$ cat config.mk
export PLATFORM = sky130hd
export DESIGN_NAME = misr_engine
export DESIGN_NICKNAME = d
export VERILOG_FILES = /design/src/rtl/misr_pkg.sv /design/src/rtl/misr_core.sv /design/src/rtl/misr_engine.sv
export SDC_FILE = /design/constraint.sdc
export NUM_CORES = 1
export LEC_CHECK = 0
export CAP_MARGIN = 20
export CORE_MARGIN = 5
export CORE_UTILIZATION = 45
export DETAILED_ROUTE_END_ITERATION = 6
export PLACE_DENSITY = 0.81
export REMOVE_ABC_BUFFERS = 1
export SKIP_CTS_REPAIR_TIMING = 1
export SYNTH_ARGS = -nofsm -noshare
export SYNTH_HDL_FRONTEND = slang
export SYNTH_SLANG_ARGS = --single-unit
export TNS_END_PERCENT = 10
$ cat constraint.sdc
create_clock -name clk -period 1.7 [get_ports clk]
set_input_delay 0.255 -clock clk [delete_from_list [all_inputs] [get_ports clk]]
set_output_delay 0.255 -clock clk [all_outputs]
set_load 0.05 [all_outputs]
$ cat src/rtl/misr_pkg.sv
// Shared MISR engine types: control-FSM state encoding.
package misr_pkg;

  typedef enum logic [1:0] {
    ST_IDLE = 2'd0,
    ST_RUN  = 2'd1,
    ST_DONE = 2'd2
  } misr_state_e;

endpackage

$ cat src/rtl/misr_core.sv
// Signature register with Galois-style feedback and NIN parallel inputs.
// One-cycle update on en; load (seed) has priority over en; no backpressure of its own.
module misr_core
  import misr_pkg::*;
#(
  parameter int               WIDTH = 16,
  parameter logic [WIDTH-1:0] POLY  = 16'h1021,
  parameter int               NIN   = 1
) (
  input  logic             clk,
  input  logic             rst,
  input  logic             load,
  input  logic [WIDTH-1:0] seed,
  input  logic             en,
  input  logic [NIN-1:0]   din,
  output logic [WIDTH-1:0] q
);

  logic [WIDTH-1:0] q_q;
  logic [WIDTH-1:0] q_d;
  logic [WIDTH-1:0] din_ext;
  logic [WIDTH-1:0] taps;
  logic             fb;

  assign fb      = q_q[WIDTH-1];
  assign din_ext = WIDTH'(din);
  // Stage 0 always takes feedback regardless of POLY[0].
  assign taps    = {POLY[WIDTH-1:1], 1'b1};
  assign q_d     = {q_q[WIDTH-2:0], 1'b0} ^ ({WIDTH{fb}} & taps) ^ din_ext;

  always_ff @(posedge clk) begin
    if (rst) begin
      q_q <= '0;
    end else if (load) begin
      q_q <= seed;
    end else if (en) begin
      q_q <= q_d;
    end
  end

  assign q = q_q;

endmodule

$ cat src/rtl/misr_engine.sv
// MISR compaction engine: compacts len beats into sig, one-cycle update per beat; in_ready only in RUN.
// Build option MISR_ENGINE_CMP_EN adds a golden-signature compare (golden in, pass out).
module misr_engine
  import misr_pkg::*;
#(
  parameter int               WIDTH = 16,
  parameter logic [WIDTH-1:0] POLY  = 16'h1021,
  parameter int               NIN   = 1,
  parameter logic [WIDTH-1:0] SEED  = '0,
  parameter int               CNT_W = 16
) (
  input  logic             clk,
  input  logic             rst,
  input  logic             start,
  input  logic [CNT_W-1:0] len,
  input  logic             in_valid,
  input  logic [NIN-1:0]   din,
  output logic             in_ready,
  output logic             busy,
  output logic             done,
`ifdef MISR_ENGINE_CMP_EN
  input  logic [WIDTH-1:0] golden,
  output logic             pass,
`endif
  output logic [WIDTH-1:0] sig
);

  misr_state_e      state_q, state_d;
  logic [CNT_W-1:0] cnt_q, cnt_d;
  logic             load;
  logic             accept;

  assign accept = in_valid && (state_q == ST_RUN);

  always_ff @(posedge clk) begin
    if (rst) begin
      state_q <= ST_IDLE;
      cnt_q   <= '0;
    end else begin
      state_q <= state_d;
      cnt_q   <= cnt_d;
    end
  end

  always_comb begin
    state_d = state_q;
    cnt_d   = cnt_q;
    load    = 1'b0;
    case (state_q)
      ST_IDLE, ST_DONE: begin
        if (start) begin
          load    = 1'b1;
          cnt_d   = len;
          state_d = (len != '0) ? ST_RUN : ST_DONE;
        end
      end
      ST_RUN: begin
        // start is deliberately ignored here; only accepted beats advance the run.
        if (accept) begin
          cnt_d = cnt_q - 1'b1;
          if (cnt_q == CNT_W'(1)) begin
            state_d = ST_DONE;
          end
        end
      end
      default: state_d = ST_IDLE;
    endcase
  end

  misr_core #(
    .WIDTH(WIDTH),
    .POLY (POLY),
    .NIN  (NIN)
  ) u_core (
    .clk (clk),
    .rst (rst),
    .load(load),
    .seed(SEED),
    .en  (accept),
    .din (din),
    .q   (sig)
  );

  assign in_ready = (state_q == ST_RUN);
  assign busy     = (state_q == ST_RUN);
  assign done     = (state_q == ST_DONE);

`ifdef MISR_ENGINE_CMP_EN
  assign pass = (state_q == ST_DONE) && (sig == golden);
`endif

endmodule

==> results_dict.tcl, run 1 <==
set metrics [dict create \
    outcome "complete, no violations" \
    synth_area_leaders "dfxtp_1 35%, nand2_1 8.0%, a21oi_1 6.2%" \
    routedWlPerCell_um 15.50 \
    area_delta_synth_final_pct 30.05 \
    peakVddDrop_mv 0.4929 \
    clock_latency_ns 0.29 \
    path_cells "buf_4, nor4_4, nand3_2, or4_1, a31oi_1" \
    leakage_nw 0.9403 \
    relSlewSlack_pct 69.33 \
    fin_setup_tns_ns 0 \
    slowest_delay_ns 0.41 \
    finish.utilization_pct 61.48 \
    worstPathMaxFanout 4 \
    htreeDepth 2 \
    routed_wirelength_um 5162 \
    max_freq_mhz 603.0 \
    setup_violations 0 \
    fin_nets 305 \
    root_buffer "clkbuf_8" \
    clk_pin_slew_ns 0.08 \
    io_buffers 39 \
    skew_ns 0.006186 \
    hp-class "reg2reg" \
    p_per_area_nw_per_um2 963.3 \
    num_io_pins 40 \
    maxCapViolCount 0 \
    fin_crit_ns 1.658 \
    grtUsageTotal_pct 19.97 \
    ys_ff_latch 34 \
    synth-edff-count 0 \
    cts_buffers 5 \
    antenna_found_initial 0 \
    worstPathArrival_ns 1.88 \
    crit_type "reg2reg" \
    synthArstFlopShare_pct 0 \
    ys.warnings.count 0 \
    start_kind "flop" \
    syn_area_um2 1932 \
    hpwl_um 3849 \
    viasPerCell 5.889 \
    die_w_um 75.52 \
    cp_top_family "simple AND/OR/NAND/NOR gates" \
    hold_viol 0 \
    drive_gt1_share_pct 23.32 \
    synth_top_cell_area_share_pct 35.23 \
    most-common-layout-cells "41 x nand2_1, 39 x buf_4, 32 x dfxtp_1" \
    grt_pass1_wl_um 8790 \
    multi_input_area_um2 1057 \
    first_iter_violations 78 \
    rsz0062_at_grt "true" \
    postSynthCellCount 240 \
    synth.distinct_cells 51 \
    diodes 0 \
    fin_crit_sh_pct 97.55 \
    dr_total_vias 1961 \
    cp_num_buf_inv 1 \
    place.gp.congestion 0.8752 \
    start_util_pct 47.27 \
    yosysSeqAreaShare_pct 35.23 \
    first_global_vias 1873 \
    cp_data_required_time_ns 1.92 \
    fp-row-count 23 \
    fillers 356 \
    grt_max_degree 22 \
    slowest_stage "or4_1" \
    crit_path_end_kind "flop" \
    core_area_um2 4086 \
    synth_ff_type "dfxtp_1" \
    yosysTopAreaCell "dfxtp_1" \
    die_area_um2 5703 \
    drcViolationCount 0 \
    die_h_um 75.52 \
    syn_avg_cell_area_um2 8.049 \
    overflow 0 \
    cts_tree "built" \
    ff_latch_area_um2 683.2 \
    ant_nets 0 \
    final_common_cell "nand2_1" \
    clock-sinks 34 \
    cts_buffer_depth 2 \
    worst_pin_slew_ns 0.4558 \
    first_pass_iters 4 \
    slew_viol_final 0 \
]
==> synthesized netlist by cell type (2+ instances only) <==
master    number
nand2_1       41
dfxtp_1       34
a21oi_1       24
buf_4         14
nor2_1        12
o21ai_0       10
nand4_1        8
a31oi_1        7
clkbuf_1       7
inv_1          6
nand3_1        6
nor4_1         6
a211oi_1       4
a21o_1         4
buf_2          4
or4_1          4
clkbuf_8       3
xnor2_1        3
a22oi_1        2
ha_1           2
nand2b_1       2
nor2b_1        2
nor3_1         2
nor3_2         2
nor3b_1        2
o211ai_1       2
o311ai_0       2
o31a_1         2
==> cells by family after synthesis <==
| group | count (synthesis) | synth area share (%) |
|---|---|---|
| AOI/OAI and AO/OA | 66 | 21.76 |
| xor gates and xnor gates | 3 | 1.360 |
| adders and majority gates | 2 | 1.295 |
| buffers and inverters | 34 | 11.14 |
| DFF | 34 | 35.23 |
| muxes | 2 | 1.101 |
| and+or+nand+nor | 99 | 28.11 |
==> worst register-to-register path, cell delays in order, from the launching register on <==
cell,delay [ns]
dfxtp_1,0.31
buf_4,0.15
nor4_4,0.39
nand3_2,0.14
or4_1,0.41
a31oi_1,0.18
==> through the flow <==
step	setup WS, ns	cell area (um^2)	total power, mW	std cells	hold WS, ns
2_1_floorplan	-0.5564	1739	1.320	212	0.3241
3_3_place_gp	-0.04331	2375	1.635	325	0.4567
3_5_place_dp	-0.08858	2375	1.646	325	0.4600
4_1_cts	-0.04939	2489	2.401	333	0.4715
5_1_grt	-0.06559	2512	2.544	333	0.4943
6_report	0.04169	2512	2.420	333	0.4693
==> routing by layer <==
layer  global-route usage [%]  wire length, um
met1                    25.85             2187
met2                    32.21             2464
met3                    5.409              446
met4                    6.602               63
met5                        0                0
==> where the power goes <==
group	switching, mW	total [mW]	internal, mW
Combinational	0.405	0.748	0.343
Sequential	0.0655	0.916	0.850
Clock	0.320	0.756	0.436
==> final cells by class <==
class                           instances  area share [%]
Inverter                                6          0.8964
Timing Repair Buffer                   63           22.81
Clock buffer                            5           2.739
Multi-Input combinational cell        172           42.08
Sequential cell                        34           27.19
Clock inverter                          3           1.793
Tap cell                               50           2.490
==> sequential cells by signal (all words and copies together) (netlist names) <==
name,cells
cnt_q,16
u_core.q,16
state_q,2
==> final timing paths <==
kind	startpoint	endpoint	slack, ns	cells past startpoint
worst min register to register	u_core.q[1]	u_core.q[2]	0.47	2
worst max-delay path	cnt_q[1]	cnt_q[11]	0.04	5
worst min-delay path	u_core.q[1]	u_core.q[2]	0.47	2
worst max register to register	cnt_q[1]	cnt_q[11]	0.04	5
No activity file was read; power rests on OpenSTA's default activity.
==> run 2, diff against run 1 <==
==> constraint.sdc (replaced) <==
create_clock -name clk -period 1.7 [get_ports clk]
set_input_delay 0.34 -clock clk [delete_from_list [all_inputs] [get_ports clk]]
set_output_delay 0.34 -clock clk [all_outputs]
set_load 0.05 [all_outputs]
==> run 2 against run 1 <==
  * Sequential cell count is the same
  * Die area is the same
  * Cell area grew 6.2%
  * Clock power grew 21%
  * Sequential power grew 0.4%
  * Critical path depth shrank 1
  * Cell count grew 4.2%
  * Fmax shrank 1.2%
  * Non-clock buffer count grew 14
  * Clock skew grew 0.0017 ns
  * Global-route usage grew 0.17 points
  * Critical endpoint is now state_q[0]
==> results_dict.tcl, run 2 (synthesis gave the netlist of run 1 again) <==
set metrics [dict create \
    outcome "complete, no violations" \
    first_pass_iters 4 \
    die_w_um 75.52 \
    fp-row-count 23 \
    hp-class "reg2reg" \
    die_h_um 75.52 \
    routedWlPerCell_um 15.51 \
    leakage_nw 1.032 \
    netSwitchingPower_mw 0.8274 \
    htreeDepth 2 \
    cts_buffers 5 \
    fillers 349 \
    most-common-layout-cells "51 x buf_4, 41 x nand2_1, 33 x dfxtp_1" \
    io_buffers 39 \
    crit_type "reg2reg" \
    relSlewSlack_pct 74.99 \
    start_kind "flop" \
    reg2reg_to "state_q[0]" \
    max_freq_mhz 595.5 \
    final_common_cell "buf_4" \
    endpoint "state_q[0]" \
    reg2regPathDepth 4 \
    drive_gt1_share_pct 26.26 \
    clock_latency_ns 0.29 \
    peakVddDrop_mv 0.7043 \
    clk_pin_slew_ns 0.08 \
    ant_nets 0 \
    internal-power_mw 1.828 \
    overflow 0 \
    dr_total_vias 2042 \
    grtUsageTotal_pct 20.14 \
    cts_tree "built" \
    grt_max_degree 22 \
    first_global_vias 1940 \
    cts_buffer_depth 2 \
    worstPathMaxFanout 3 \
    first_iter_violations 113 \
    start_util_pct 47.27 \
    holdWs_ns 0.4713 \
    cp_data_required_time_ns 1.88 \
    drcViolationCount 0 \
    area_delta_synth_final_pct 38.15 \
    regToRegSetupSlack_ns 0.02 \
    hold_viol 0 \
    dp_worst_setup_slack_ns -0.1510 \
    clock-sinks 34 \
    p_per_area_nw_per_um2 995.1 \
    viasPerCell 5.885 \
    hpwl_um 3872 \
    maxCapViolCount 0 \
    grt_pass1_wl_um 8873 \
    num_io_pins 40 \
    place.gp.congestion 0.9139 \
    worstPathArrival_ns 1.86 \
    routed_wirelength_um 5381 \
    diodes 0 \
    fin_nets 319 \
    core_area_um2 4086 \
    seq_power_share_pct 34.6 \
    fin_setup_tns_ns 0 \
    switching_share_pct 31.16 \
    setup_violations 0 \
    finish.utilization_pct 65.31 \
    worst_slack_ns 0.02085 \
    skew_ns 0.007852 \
    root_buffer "clkbuf_8" \
    slew_viol_final 0 \
    r2r_start "cnt_q[10]" \
    crit_path_end_kind "flop" \
    cp-startpoint "cnt_q[10]" \
    antenna_found_initial 0 \
    power_frac_clock_pct 34.5 \
    rsz0062_at_grt "true" \
    worst_pin_slew_ns 0.3657 \
    die_area_um2 5703 \
    fin_crit_sh_pct 98.77 \
    fin_crit_ns 1.679 \
    comb_power_share_pct 30.9 \
]
run 2: changes by cell type in the layout (fill, tap and decap cells not counted), sizes merged:
cell	delta
buf	+14
clkinvlp	-2
bufinv	+1
clkinv	+1
run 2: routing by layer:
layer | part of all wire (%) | GRT usage (%) | up-vias
met5 | 0 | 0 | -
met4 | 2.4 | 9.709 | 0
met3 | 9.8 | 3.958 | 14
met2 | 46 | 31.83 | 112
met1 | 42 | 26.32 | 939
li1 | - | - | 977
run 2: cell type report:
| class | instances | area [um^2] | share of cell area (%) |
|---|---|---|---|
| Clock buffer | 5 | 68.82 | 2.579 |
| Clock inverter | 3 | 68.82 | 2.579 |
| Inverter | 6 | 25.02 | 0.9376 |
| Multi-Input combinational cell | 172 | 1059 | 39.66 |
| Sequential cell | 34 | 681.9 | 25.55 |
| Tap cell | 50 | 62.56 | 2.344 |
| Timing Repair Buffer | 77 | 703.2 | 26.35 |
run 2: how the worst min path moves through the flow:
| stage | slack [ns] | to | startpoint | depth (start not counted) |
|---|---|---|---|---|
| 2_1_floorplan | 0.41 | cnt_q[10] | rst | 1 |
| 3_3_place_gp | 0.46 | u_core.q[2] | u_core.q[1] | 2 |
| 3_5_place_dp | 0.46 | u_core.q[10] | u_core.q[9] | 2 |
| 4_1_cts | 0.48 | u_core.q[6] | u_core.q[5] | 2 |
| 5_1_grt | 0.49 | u_core.q[8] | u_core.q[8] | 2 |
| 6_report | 0.47 | u_core.q[3] | u_core.q[2] | 2 |
run 2: per-stage QoR:
step,cells,power [mW],cell area (um^2)
CTS,345,2.604,2628
floorplan,212,1.320,1739
global placement,337,1.670,2490
detailed placement,337,1.681,2490
finish,347,2.656,2669
global route,347,2.770,2669
run 2: power groups by stage:
stage	Combinational [mW]	Clock (mW)	Sequential, mW
final	0.820	0.915	0.920
after global routing	0.883	0.958	0.930
after CTS	0.766	0.928	0.910
after detailed placement	0.755	0	0.927
after global placement	0.744	0	0.926
after floorplan	0.382	0	0.938
run 2: worst max-delay path: stages, from the launching register on:
cell	delay (ns)
dfxtp_1	0.32
or4_4	0.58
nor4b_4	0.30
nand4_1	0.14
a32o_1	0.22
==> run 3, diff against run 2 <==
--- a/config.mk
+++ b/config.mk
@@ -8,8 +8,9 @@
 export CAP_MARGIN = 20
 export CORE_MARGIN = 5
 export CORE_UTILIZATION = 45
+export CTS_CLUSTER_SIZE = 12
 export DETAILED_ROUTE_END_ITERATION = 6
-export PLACE_DENSITY = 0.81
+export PLACE_DENSITY = 0.74
 export REMOVE_ABC_BUFFERS = 1
 export SKIP_CTS_REPAIR_TIMING = 1
 export SYNTH_ARGS = -nofsm -noshare
==> run 3 against run 2 <==
  * Register-to-register slack improved by 0.03 ns
  * Hold slack lost 0.0049 ns
  * Sequential share of layout area grew 0.55 points
  * Critical path depth did not move
  * Total power is 2.7% lower
  * Wire length decreased by 3.3%
  * Clock power down 1%
  * First-iteration DRC count is 35% higher
  * Highest routed layer unchanged
==> results_dict.tcl, run 3 (synthesis gave the netlist of run 1 again) <==
set metrics [dict create \
    leakage_nw 1.003 \
    dp_worst_setup_slack_ns -0.1228 \
    reg2reg_to "state_q[0]" \
    start_kind "flop" \
    core_area_um2 4086 \
    grt_pass1_wl_um 8321 \
    cp_data_required_time_ns 1.89 \
    cts_buffers 5 \
    outcome "complete, no violations" \
    first_global_vias 1766 \
    routedWlPerCell_um 15.17 \
    reg2regPathDepth 4 \
    hp-start "u_core.q[9]" \
    crit_path_end_kind "flop" \
    overflow 0 \
    hpwl_um 3887 \
    clock-sinks 34 \
    die_h_um 75.52 \
    most-common-layout-cells "48 x buf_4, 41 x nand2_1, 32 x dfxtp_1" \
    final_common_cell "buf_4" \
    cp_top_family "simple AND/OR/NAND/NOR gates" \
    first_pass_iters 4 \
    finish.utilization_pct 64.05 \
    path_cells "or4_4, nor4b_4, nand4_1, a32o_1" \
    worst_pin_slew_ns 0.3472 \
    final_design_area_no_fill_um2 2618 \
    max_freq_mhz 607.8 \
    place.gp.congestion 0.8700 \
    cp_num_buf_inv 0 \
    clk_pin_slew_ns 0.07 \
    num_io_pins 40 \
    cts_buffer_depth 2 \
    diodes 0 \
    dr_total_vias 1967 \
    drive_gt1_share_pct 25.94 \
    die_w_um 75.52 \
    fin_nets 315 \
    rsz0062_at_grt "true" \
    placed_area_um2 2462 \
    crit_type "reg2reg" \
    fin_crit_ns 1.645 \
    routed_wirelength_um 5202 \
    whs_path_depth 2 \
    worstPathArrival_ns 1.83 \
    r2r_start "cnt_q[10]" \
    peakVddDrop_mv 0.4235 \
    slowest_stage "or4_4" \
    fillers 375 \
    slew_viol_final 0 \
    worstPathMaxFanout 3 \
    die_area_um2 5703 \
    setup_violations 0 \
    io_buffers 39 \
    antenna_found_initial 0 \
    slowest_delay_ns 0.57 \
    grt_max_degree 22 \
    area_delta_synth_final_pct 35.49 \
    htreeDepth 2 \
    hold_viol 0 \
    regToRegSetupSlack_ns 0.05 \
    fp-row-count 23 \
    relSlewSlack_pct 76.26 \
    holdPathEnd "u_core.q[10]" \
    maxCapViolCount 0 \
    clock_latency_ns 0.29 \
    power.total_mw 2.583 \
    p_per_area_nw_per_um2 986.8 \
    fin_crit_sh_pct 96.78 \
    grtUsageTotal_pct 19.04 \
    drcViolationCount 0 \
    multi_input_area_um2 1049 \
    start_util_pct 47.27 \
    cts_tree "built" \
    viasPerCell 5.735 \
    skew_ns 0.005490 \
    ff_latch_area_um2 683.2 \
    worst_slack_ns 0.05477 \
    hp-class "reg2reg" \
    root_buffer "clkbuf_8" \
    ant_nets 0 \
    first_iter_violations 152 \
]
run 3: worst reg2reg max path, stage by stage, from the launching register on:
cell and delay (ns):
dfxtp_1 0.32, or4_4 0.57, nor4b_4 0.29, nand4_1 0.15, a32o_1 0.22
run 3: through the flow:
step | cells | hold WS (ns) | TNS (ns)
after floorplan | 212 | 0.4091 | -5.932
after global placement | 335 | 0.4543 | -0.4995
after detailed placement | 335 | 0.4613 | -0.6798
after CTS | 343 | 0.4726 | -0.4241
after global routing | 343 | 0.4959 | -0.03523
final | 343 | 0.4664 | 0
run 3: area by class of cell:
cell class	count	share of cell area (%)
sequential	34	26.10
timing repair buffer	73	25.24
multi-input combinational	172	40.06
inverter	6	0.9560
clock inverter	3	2.629
clock buffer	5	2.629
tap	50	2.390
run 3: worst max path at each step:
stage               startpoint          to  cells past startpoint
global route          cnt_q[1]   cnt_q[12]                      6
finish               cnt_q[10]  state_q[0]                      4
floorplan           state_q[0]    cnt_q[3]                      5
CTS                 state_q[0]        busy                      4
global placement       len[11]  state_q[1]                      5
detailed placement    in_valid   cnt_q[12]                      5
run 3: metal layers:
| layer | vias to the layer above | global-route usage (%) | share of wire, % |
|---|---|---|---|
| met5 | - | 0 | 0 |
| met4 | 0 | 7.961 | 1.3 |
| met3 | 7 | 4.617 | 11 |
| met2 | 84 | 29.63 | 46 |
| met1 | 907 | 25.20 | 42 |
| li1 | 969 | - | - |
run 3: where the power goes:
| group | internal [mW] | total [mW] | switching [mW] |
|---|---|---|---|
| clock network | 0.587 | 0.902 | 0.315 |
| registers | 0.851 | 0.917 | 0.0661 |
| logic | 0.358 | 0.764 | 0.406 |
